`config.mk`:
```
export PLATFORM = sky130hd
export DESIGN_NAME = regfile_param
export DESIGN_NICKNAME = d
export VERILOG_FILES = /design/src/rtl/regfile_param_pkg.sv /design/src/rtl/regfile_clear_seq.sv /design/src/rtl/regfile_param.sv
export SDC_FILE = /design/constraint.sdc
export NUM_CORES = 1
export LEC_CHECK = 0
export CAP_MARGIN = 20
export CORE_UTILIZATION = 55
export CTS_CLUSTER_SIZE = 40
export DETAILED_ROUTE_END_ITERATION = 16
export PLACE_DENSITY = 0.79
export SKIP_LAST_GASP = 1
export SLEW_MARGIN = 20
export SYNTH_ARGS = -nofsm -noshare
export SYNTH_HDL_FRONTEND = slang
export SYNTH_HIERARCHICAL = 1
export SYNTH_SLANG_ARGS = --single-unit
export TNS_END_PERCENT = 1
```
`constraint.sdc`:
```
create_clock -name clk -period 5.2 [get_ports clk]
set_input_delay 1.04 -clock clk [delete_from_list [all_inputs] [get_ports clk]]
set_output_delay 1.04 -clock clk [all_outputs]
set_load 0.02 [all_outputs]
```
`src/rtl/regfile_param_pkg.sv`:
```
// regfile_param_pkg: shared defaults and state encoding for the parametrised register file
package regfile_param_pkg;
  localparam int RF_XLEN  = 32;
  localparam int RF_DEPTH = 32;
  typedef enum logic {RF_ST_CLEAR = 1'b0, RF_ST_IDLE = 1'b1} rf_state_e;
endpackage

```
`src/rtl/regfile_clear_seq.sv`:
```
// regfile_clear_seq: sweeps a clear pointer over the array after reset or on request
module regfile_clear_seq
  import regfile_param_pkg::*;
#(
  parameter  int DEPTH = RF_DEPTH,
  localparam int AW    = $clog2(DEPTH)
) (
  input  logic          clk,
  input  logic          reset,
  input  logic          clear_req,
  output logic          ready,
  output logic          clr_we,
  output logic [AW-1:0] clr_addr
);
  rf_state_e     state;
  logic [AW-1:0] clr_ptr;
  always_ff @(posedge clk) begin
    if (reset || clear_req) begin
      state   <= RF_ST_CLEAR;
      clr_ptr <= '0;
    end else if (state == RF_ST_CLEAR) begin
      if (clr_ptr == AW'(DEPTH - 1)) state <= RF_ST_IDLE;
      clr_ptr <= clr_ptr + 1'b1;
    end
  end
  assign ready    = state == RF_ST_IDLE;
  assign clr_we   = state == RF_ST_CLEAR;
  assign clr_addr = clr_ptr;
endmodule

```
`src/rtl/regfile_param.sv`:
```
// regfile_param: multi-read-port register file with optional write bypass and clear sequencer
module regfile_param
  import regfile_param_pkg::*;
#(
  parameter  int XLEN     = RF_XLEN,
  parameter  int DEPTH    = RF_DEPTH,
  parameter  int NREAD    = 2,
  parameter  int BYPASS   = 0,
  parameter  int ZERO_REG = 1,
  localparam int AW       = $clog2(DEPTH)
) (
  input  logic                  clk,
  input  logic                  reset,
  input  logic                  clear_req,
  output logic                  ready,
  input  logic                  we,
  input  logic [AW-1:0]         wa,
  input  logic [XLEN-1:0]       wd,
  input  logic [NREAD*AW-1:0]   ra,
  output logic [NREAD*XLEN-1:0] rd,
  output logic                  wr_dropped
);
  logic [XLEN-1:0] rf [DEPTH];
  logic            clr_we;
  logic [AW-1:0]   clr_addr;
  logic            wr_ok;
  regfile_clear_seq #(.DEPTH(DEPTH)) u_seq (
    .clk(clk), .reset(reset), .clear_req(clear_req),
    .ready(ready), .clr_we(clr_we), .clr_addr(clr_addr)
  );
  assign wr_ok = we && ready && !(ZERO_REG != 0 && wa == '0);
  // The sweep owns the write port whenever it runs
  always_ff @(posedge clk) begin
    if (clr_we) rf[clr_addr] <= '0;
    else if (wr_ok) rf[wa] <= wd;
  end
  always_ff @(posedge clk) begin
    if (reset) wr_dropped <= 1'b0;
    else if (we && !ready) wr_dropped <= 1'b1;
  end
  for (genvar i = 0; i < NREAD; i++) begin : g_rd
    logic [AW-1:0] a;
    assign a = ra[i*AW +: AW];
    assign rd[i*XLEN +: XLEN] = (!ready || (ZERO_REG != 0 && a == '0)) ? '0 :
                                (BYPASS != 0 && we && wa == a) ? wd : rf[a];
  end
endmodule
```
==> results of run 1 <==
## sequential cells by signal, indices dropped and copies added, names as in the netlist
name,cells
rf,1024
u_seq/clr_addr,5
u_seq/ready,1
wr_dropped,1
## synth_stat cells (4+ instances only)
master	count
a2111oi_2	19
a211oi_1	32
a31oi_1	4
nand3b_1	7
a2111oi_0	9
a21oi_1	34
nor2b_1	4
o22ai_1	33
buf_1	12
o22a_1	32
edfxtp_1	1024
o221ai_1	63
inv_1	6
dfxtp_1	7
o21ai_0	4
mux2i_1	256
and3_1	4
buf_6	24
nor2_1	29
buf_2	58
and2_1	33
mux4_2	449
a22o_1	31
a22oi_1	31
buf_4	18
nor3_1	19
clkbuf_1	83
## worst max-delay path, cell delays in order
cell             delay, ns
clkdlybuf4s50_1       0.57
or3b_2                0.65
buf_4                 0.23
o22ai_1               0.25
a2111oi_2             0.09
a211oi_1              0.50
clkdlybuf4s50_1       0.73
## worst max path at each step
stage | start | to
2_1_floorplan | wa[0] | rf[7][0]
3_3_place_gp | ra[8] | rd[51]
3_5_place_dp | ra[8] | rd[51]
4_1_cts | ra[8] | rd[36]
5_1_grt | ra[8] | rd[36]
6_report | ra[8] | rd[36]
## routing by layer
layer	global-route usage, %	vias up
met3	8.770	473
met1	43.26	14740
met5	0	-
met4	14.94	8
li1	-	10770
met2	49.28	2620
## per-stage QoR
step	std cells	utilization [%]
5_1_grt	3762	63.70
4_1_cts	3759	63.67
2_1_floorplan	2361	-
6_report	3765	63.71
3_3_place_gp	3575	59.87
3_5_place_dp	3577	59.93
## placed cells by master (no fill, tap or decap), types with 4 or more instances in the layout
cell             synthesis  final
diode_2                  0      4
and2_1                  33     28
clkinv_2                 0     17
o221ai_1                63     63
a22oi_1                 31     31
a2111oi_2               19     19
nand3b_1                 7      7
o22a_1                  32     32
clkdlybuf4s50_1          0    103
buf_12                   0     47
a21oi_1                 34     33
and3_1                   4      4
inv_1                    6      6
clkbuf_16                0    102
a31oi_1                  4      4
bufinv_16                0     10
a2111oi_0                9      9
and2_2                   0      4
o22ai_1                 33     33
clkbuf_1                83     19
nor3_2                   0     16
a211oi_1                32     31
buf_8                    0      5
nor2_4                   0     17
clkinv_1                 0     25
a22o_1                  31     31
dfxtp_1                  7      7
edfxtp_1              1024   1024
buf_4                   18    111
mux4_2                 449    449
nor2_1                  29     12
mux2i_1                256    256
## report_power, final
group          switching (uW)  internal, uW
clock network            3130          4080
logic                     483           358
registers                17.7          9030
## cells by family (layout without fill, tap and decap cells)
group | count (synthesis) | after routing | synth area share, %
flops | 1031 | 1031 | 64.61
mux | 705 | 705 | 26.51
compound gates | 304 | 304 | 5.153
buf+inv | 201 | 457 | 2.248
simple gates | 115 | 115 | 1.377
xor+xnor | 3 | 3 | 0.05497
fa+ha+maj | 2 | 2 | 0.05233
other cells | 0 | 4 | 0
## final cells by class
type	count	area, um2
fillers	5566	31090
multi-input cells	1129	16110
repair buffers	269	2927
clock inverters	61	578.1
inverters	6	22.52
diodes	4	10.01
well taps	1144	1431
clock buffers	121	2624
flip-flops and latches	1031	30890
==> impl_metrics.toml, run 1 <==
[run_status]
status = "complete, no violations"

[worst_setup_path]
worstSetupPathType = "in -> out"
reg2reg_depth = 8
path_max_fanout = 8
regToRegSetupSlack_ns = 1.99
worst_setup_path_start_kind = "input port"
cp-end-kind = "primary output"
reg2reg_to = "rf[1][16]"
reg2reg_from = "u_seq/ready"
cp.arrival_ns = 4.07
required_ns = 4.16

[global_route]
overflow = 0
grt_pass1_wl_um = 203000
grt_max_degree = 71
grt_usage_pct = 32.16
grt_pass1_vias = 28950
grt_antenna_before_repair = 6

[final_layout]
drive_gt1_share_pct = 31.41
nets = 2589
areaGrowthSynthToFinish_pct = 14.18
fin_area_um2 = 54590

[placement]
port_buffers = 116
dp_hpwl_um = 80590
dpl_cell_area_um2 = 51350
place.gp.congestion = 0.8702
place_ws_ns = -0.04273

[floorplan]
die_w_um = 296.8
start_util_pct = 55.80
ios = 117
rows = 107
dieHeight_um = 296.8
die-area_um2 = 88110
core-area_um2 = 85680

[detailed_routing]
route.top_layer_used = "met5"
routed_via_density = 7.598
firstDrtPassIters = 6
antenna_left = 0
drt-met1-wl_um = 47650
vias = 28610
wl_per_cell_um = 37.71
wl_um = 142000
wl_met2_um = 66250
initialDrtViolationCount = 4319
drc = 0
wl_met3_um = 20540

[cts]
cts_made_buffers = 99
cts_tree = "yes"
post_cts_buffers = 0
clk_path_buf_depth = 3
cts_root_buffer = "clkbuf_16"
h-tree-depth = 3
cts_resized = 1
clkLatencyLatePin_ns = 0.68
clkTransAtPathRegs_ns = 0.06
cts_num_sinks = 1031
ctsHoldBuffers = 0

[synth]
syn_area_um2 = 47810
yosysTopAreaCell = "edfxtp_1"
ys.flop_type = "edfxtp_1"
async_flop_share_pct = 0
synth_seq_cells = 1031
synth.distinct_cells = 53
synth_area_leaders = "edfxtp_1, mux4_2, mux2i_1"
postSynthAreaPerCell_um2 = 20.25
netlist.area_leader.share_pct = 64.31
synth_nets = 2414
syn_inst = 2361
yosysSeqAreaShare_pct = 64.61
synth_edf_count = 1024
yosysWarnings = 6

[timing]
setup_viol_count_final = 0
rsz0062_at_grt = "no"
slew_viol_final = 0
worstMarginPinSlew_ns = 1.049
postLayoutSetupSlackWorst_ns = 0.08620
tns_ns = 0
slew_headroom_pct = 30.05
fin_crit_ns = 5.114
period_share_pct = 98.34
hold_violations = 0
clock_skew_ns = 0.01751
max_freq_mhz = 195.5
worst_hold_slack_ns = 0.4790

[pwr]
power_uw = 17100
power_density_nw_per_um2 = 313.2
p_leak_uw = 0.01968
irDropWorstVdd_uv = 327.6

[hold_path]
hold_path_end = "wr_dropped"
hp-class = "reg -> reg"
min_path_cells = 2
hold_start = "wr_dropped"

[run]
max-cap-violations = 0
Note: power is estimated with default switching activity, not from simulation.
==> inputs of run 2 (changes only) <==
==> constraint.sdc (replaced) <==
create_clock -name clk -period 5.2 [get_ports clk]
set_input_delay 0.52 -clock clk [delete_from_list [all_inputs] [get_ports clk]]
set_output_delay 0.52 -clock clk [all_outputs]
set_load 0.02 [all_outputs]
==> impl_metrics.toml, run 2 (same netlist as run 1, synthesis figures left out) <==
[floorplan]
rows = 107
ios = 117
core-area_um2 = 85680
dieHeight_um = 296.8
die-area_um2 = 88110
start_util_pct = 55.80
die_w_um = 296.8

[final_layout]
multiInputGateArea_um2 = 16120
top_register = "rf"
fillers = 5619
final_common_cell = "edfxtp_1"
areaGrowthSynthToFinish_pct = 12.65
drive_gt1_share_pct = 30.10
final_cell_mix = "edfxtp_1, mux4_2, mux2i_1, clkdlybuf4s50_1, clkbuf_16"
largest_reg_flops = 1024
instances_no_fill = 3714
nets = 2540
seqCellArea_um2 = 30890

[worst_setup_path]
cp-end-kind = "primary output"
timing.critical_path.mode_cell = "clkdlybuf4s50_1"
path_max_fanout = 29
required_ns = 4.68
worstSetupPathType = "in -> out"
crit_chain = "clkdlybuf4s50_1, or3_2, o31ai_4, buf_4, a211oi_1, clkdlybuf4s50_1"
cp.arrival_ns = 4.47
critical_path.slowest_cell = "or3_2"
cp_slowest_stage_delay_ns = 1.06
worst_setup_path_start_kind = "input port"

[detailed_routing]
drc = 0
wl_per_cell_um = 37.48
antenna_left = 0
firstDrtPassIters = 6
routed_via_density = 7.598
initialDrtViolationCount = 3921
wl_um = 139200
vias = 28220

[cts]
h-tree-depth = 3
cts_made_buffers = 98
cts_resized = 0
cts_tree = "yes"
post_cts_buffers = 0
cts_root_buffer = "clkbuf_16"
clkTransAtPathRegs_ns = 0.06
ctsHoldBuffers = 0
cts_num_sinks = 1031
clk_path_buf_depth = 3
clkLatencyLatePin_ns = 0.68

[hold_path]
hp-class = "in -> reg"

[timing]
clock_skew_ns = 0.02061
hold_violations = 0
rsz0062_at_grt = "no"
slew_headroom_pct = 16.86
period_share_pct = 95.90
max_freq_mhz = 200.5
postLayoutSetupSlackWorst_ns = 0.2130
fin_crit_ns = 4.987
slew_viol_final = 0
worst_hold_slack_ns = 0.4010
worstMarginPinSlew_ns = 1.247
setup_viol_count_final = 0
tns_ns = 0

[pwr]
p_int_uw = 13380
irDropWorstVdd_uv = 311.3
power_uw = 16990
p_comb_share_pct = 4.7
swShare_pct = 21.24
power_density_nw_per_um2 = 315.5
p_switching_uw = 3609
clockPowerShare_pct = 42.1
p_leak_uw = 0.01930
seq_power_share_pct = 53.3

[placement]
place.gp.congestion = 0.8479
place_inst = 3530
dp_hpwl_um = 77090
port_buffers = 116
place_ws_ns = 0.6141

[global_route]
grt_usage_pct = 31.52
grt_max_degree = 112
grt_antenna_before_repair = 5
grt_pass1_vias = 28820
overflow = 0
grt_pass1_wl_um = 199800

[run_status]
status = "complete, no violations"

[run]
max-cap-violations = 0
[run 2: changes by cell type in the layout (fill, tap and decap cells not counted), sizes merged]
| cell | previous run | this run |
|---|---|---|
| diode | 4 | 2 |
| clkinvlp | 2 | 5 |
| clkdlybuf4s50 | 103 | 109 |
| buf | 165 | 112 |
| clkbuf | 122 | 120 |
| clkinv | 48 | 42 |
| inv | 7 | 10 |
[run 2: power groups by stage]
stage	registers [uW]	logic (uW)	clock network, uW
final	9050	796	7150
after detailed placement	9230	783	0
after global routing	9050	820	7430
after floorplan	9220	546	0
after global placement	9220	774	0
after CTS	9050	786	7150
[run 2: critical path, delay by kind of cell]
kind                   cells  cell delay [ns]
and+or+nand+nor            1             1.06
buffers and inverters      3             1.93
AOI/OAI and AO/OA          2             0.94
[run 2: final timing paths]
check                   start          to  slack, ns  cells past startpoint
setup / recovery        ra[8]      rd[34]       0.21                      6
setup reg to reg  u_seq/ready  rf[18][26]       1.53                      9
hold reg to reg    wr_dropped  wr_dropped       0.48                      2
hold / removal          reset  wr_dropped       0.40                      2
[run 2: metal layers]
| layer | global-route usage, % | part of all wire, % | vias up |
|---|---|---|---|
| li1 | - | - | 10650 |
| met1 | 42.43 | 34 | 14660 |
| met2 | 48.15 | 47 | 2458 |
| met3 | 8.127 | 14 | 461 |
| met4 | 15.67 | 5.4 | 0 |
| met5 | 0 | 0 | - |
[run 2: layout make-up]
type | instances | share of cell area [%]
well taps | 1144 | 2.657
inverters | 6 | 0.04181
clock buffers | 120 | 4.785
clock inverters | 61 | 1.071
diodes | 2 | 0.009292
repair buffers | 221 | 4.158
flip-flops and latches | 1031 | 57.35
multi-input cells | 1129 | 29.93
[run 2: stage by stage]
stage	util [%]	instance area [um2]
after floorplan	-	47810
after global placement	59.12	50660
after detailed placement	59.12	50660
after CTS	62.81	53810
after global routing	62.86	53860
final	62.86	53860
==> inputs of run 3 (changes only) <==
Settings changed: REMOVE_ABC_BUFFERS set to 1.
==> impl_metrics.toml, run 3 (same netlist as run 1, synthesis figures left out) <==
[global_route]
overflow = 0
grt_pass1_vias = 28930
grt_usage_pct = 30.91
grt.busiest_layer = "met2"
grt_max_degree = 144
grt_use_met1_pct = 42.75
grt_pass1_wl_um = 197700
globalRouteMet3Util_pct = 7.666
grt_antenna_before_repair = 3
met2_usage_pct = 47.37

[pwr]
p_leak_uw = 0.01940
irDropWorstVdd_uv = 267.3
power_density_nw_per_um2 = 322.1
power_uw = 17400

[cts]
cts_root_buffer = "clkbuf_16"
cts_tree = "yes"
h-tree-depth = 3
ctsHoldBuffers = 0
clk_path_buf_depth = 3
cts_num_sinks = 1031
clkTransAtPathRegs_ns = 0.06
post_cts_buffers = 0
clkLatencyLatePin_ns = 0.67
cts_made_buffers = 104
cts_resized = 0

[detailed_routing]
initialDrtViolationCount = 4300
antenna_left = 0
firstDrtPassIters = 7
vias = 27830
drc = 0
routed_via_density = 7.480
wl_per_cell_um = 36.45
wl_um = 135600

[final_layout]
largest_reg_flops = 1024
drive_gt1_share_pct = 29.93
final_common_cell = "edfxtp_1"
final_cell_mix = "edfxtp_1, mux4_2, mux2i_1, clkdlybuf4s50_1, clkbuf_16"
multiInputGateArea_um2 = 16110
fin_area_um2 = 54030
top_register = "rf"
nets = 2541
fillers = 5616
seqCellArea_um2 = 30890
areaGrowthSynthToFinish_pct = 13.00

[floorplan]
core-area_um2 = 85680
die-area_um2 = 88110
start_util_pct = 55.80
ios = 117
rows = 107
dieHeight_um = 296.8
die_w_um = 296.8

[run]
max-cap-violations = 0

[worst_setup_path]
cp-end-kind = "primary output"
worst_setup_path_start_kind = "flip-flop"
path_max_fanout = 22
worstSetupPathType = "reg -> out"
cp.arrival_ns = 4.15
required_ns = 4.68

[timing]
fin_crit_ns = 4.670
slew_headroom_pct = 27.59
slew_viol_final = 0
tns_ns = 0
hold_violations = 0
setup_viol_count_final = 0
worstMarginPinSlew_ns = 1.086
worst_hold_slack_ns = 0.4051
period_share_pct = 89.80
clock_skew_ns = 0.01407
rsz0062_at_grt = "no"
max_freq_mhz = 214.2

[placement]
port_buffers = 116
dp_hpwl_um = 73810
place.gp.congestion = 0.8186
dpl_cell_area_um2 = 50590

[run_status]
status = "complete, no violations"

[hold_path]
hp-class = "in -> reg"
[run 3: worst paths after layout]
path	end	startpoint	cells past startpoint	slack [ns]
setup / recovery	rd[23]	u_seq/ready	7	0.53
hold / removal	wr_dropped	reset	2	0.41
setup reg to reg	rf[2][20]	u_seq/ready	7	1.68
hold reg to reg	wr_dropped	wr_dropped	2	0.50
[run 3: per-layer routing]
metal	share of wire (%)	routed length [um]
met1	35	48020
met2	47	64200
met3	13	17790
met4	4.1	5609
met5	0.019	26
[run 3: final cells by class]
type	instances	share of cell area, %
sequential	1031	57.18
inverter	6	0.04169
clock buffer	129	5.030
antenna	1	0.004632
timing repair buffer	216	4.000
tap	1144	2.649
multi-input combinational	1129	29.82
clock inverter	65	1.281
[run 3: where the power goes]
group / internal, uW / total (uW) / switching, uW / leakage (uW)
clock: 4360 / 7560 / 3200 / 0.00167
sequential: 9030 / 9050 / 17.9 / 0.0118
combinational: 324 / 791 / 467 / 0.00597
[run 3: worst max-delay path, cell delays in order (launching register included)]
cell and delay (ns):
dfxtp_1 0.30, buf_4 0.23, inv_1 0.14, or4_2 1.22, buf_4 0.43, o22a_1 0.25
o221ai_1 0.16, clkdlybuf4s50_1 0.70
[run 3: per-stage QoR]
step | util, % | std cells | setup WS, ns
global route | 63.05 | 3720 | 0.4998
detailed placement | 59.05 | 3525 | 0.7499
finish | 63.05 | 3721 | 0.5304
floorplan | - | 2166 | 0.02249
CTS | 63.03 | 3719 | 0.6257
global placement | 59.05 | 3525 | 0.7866
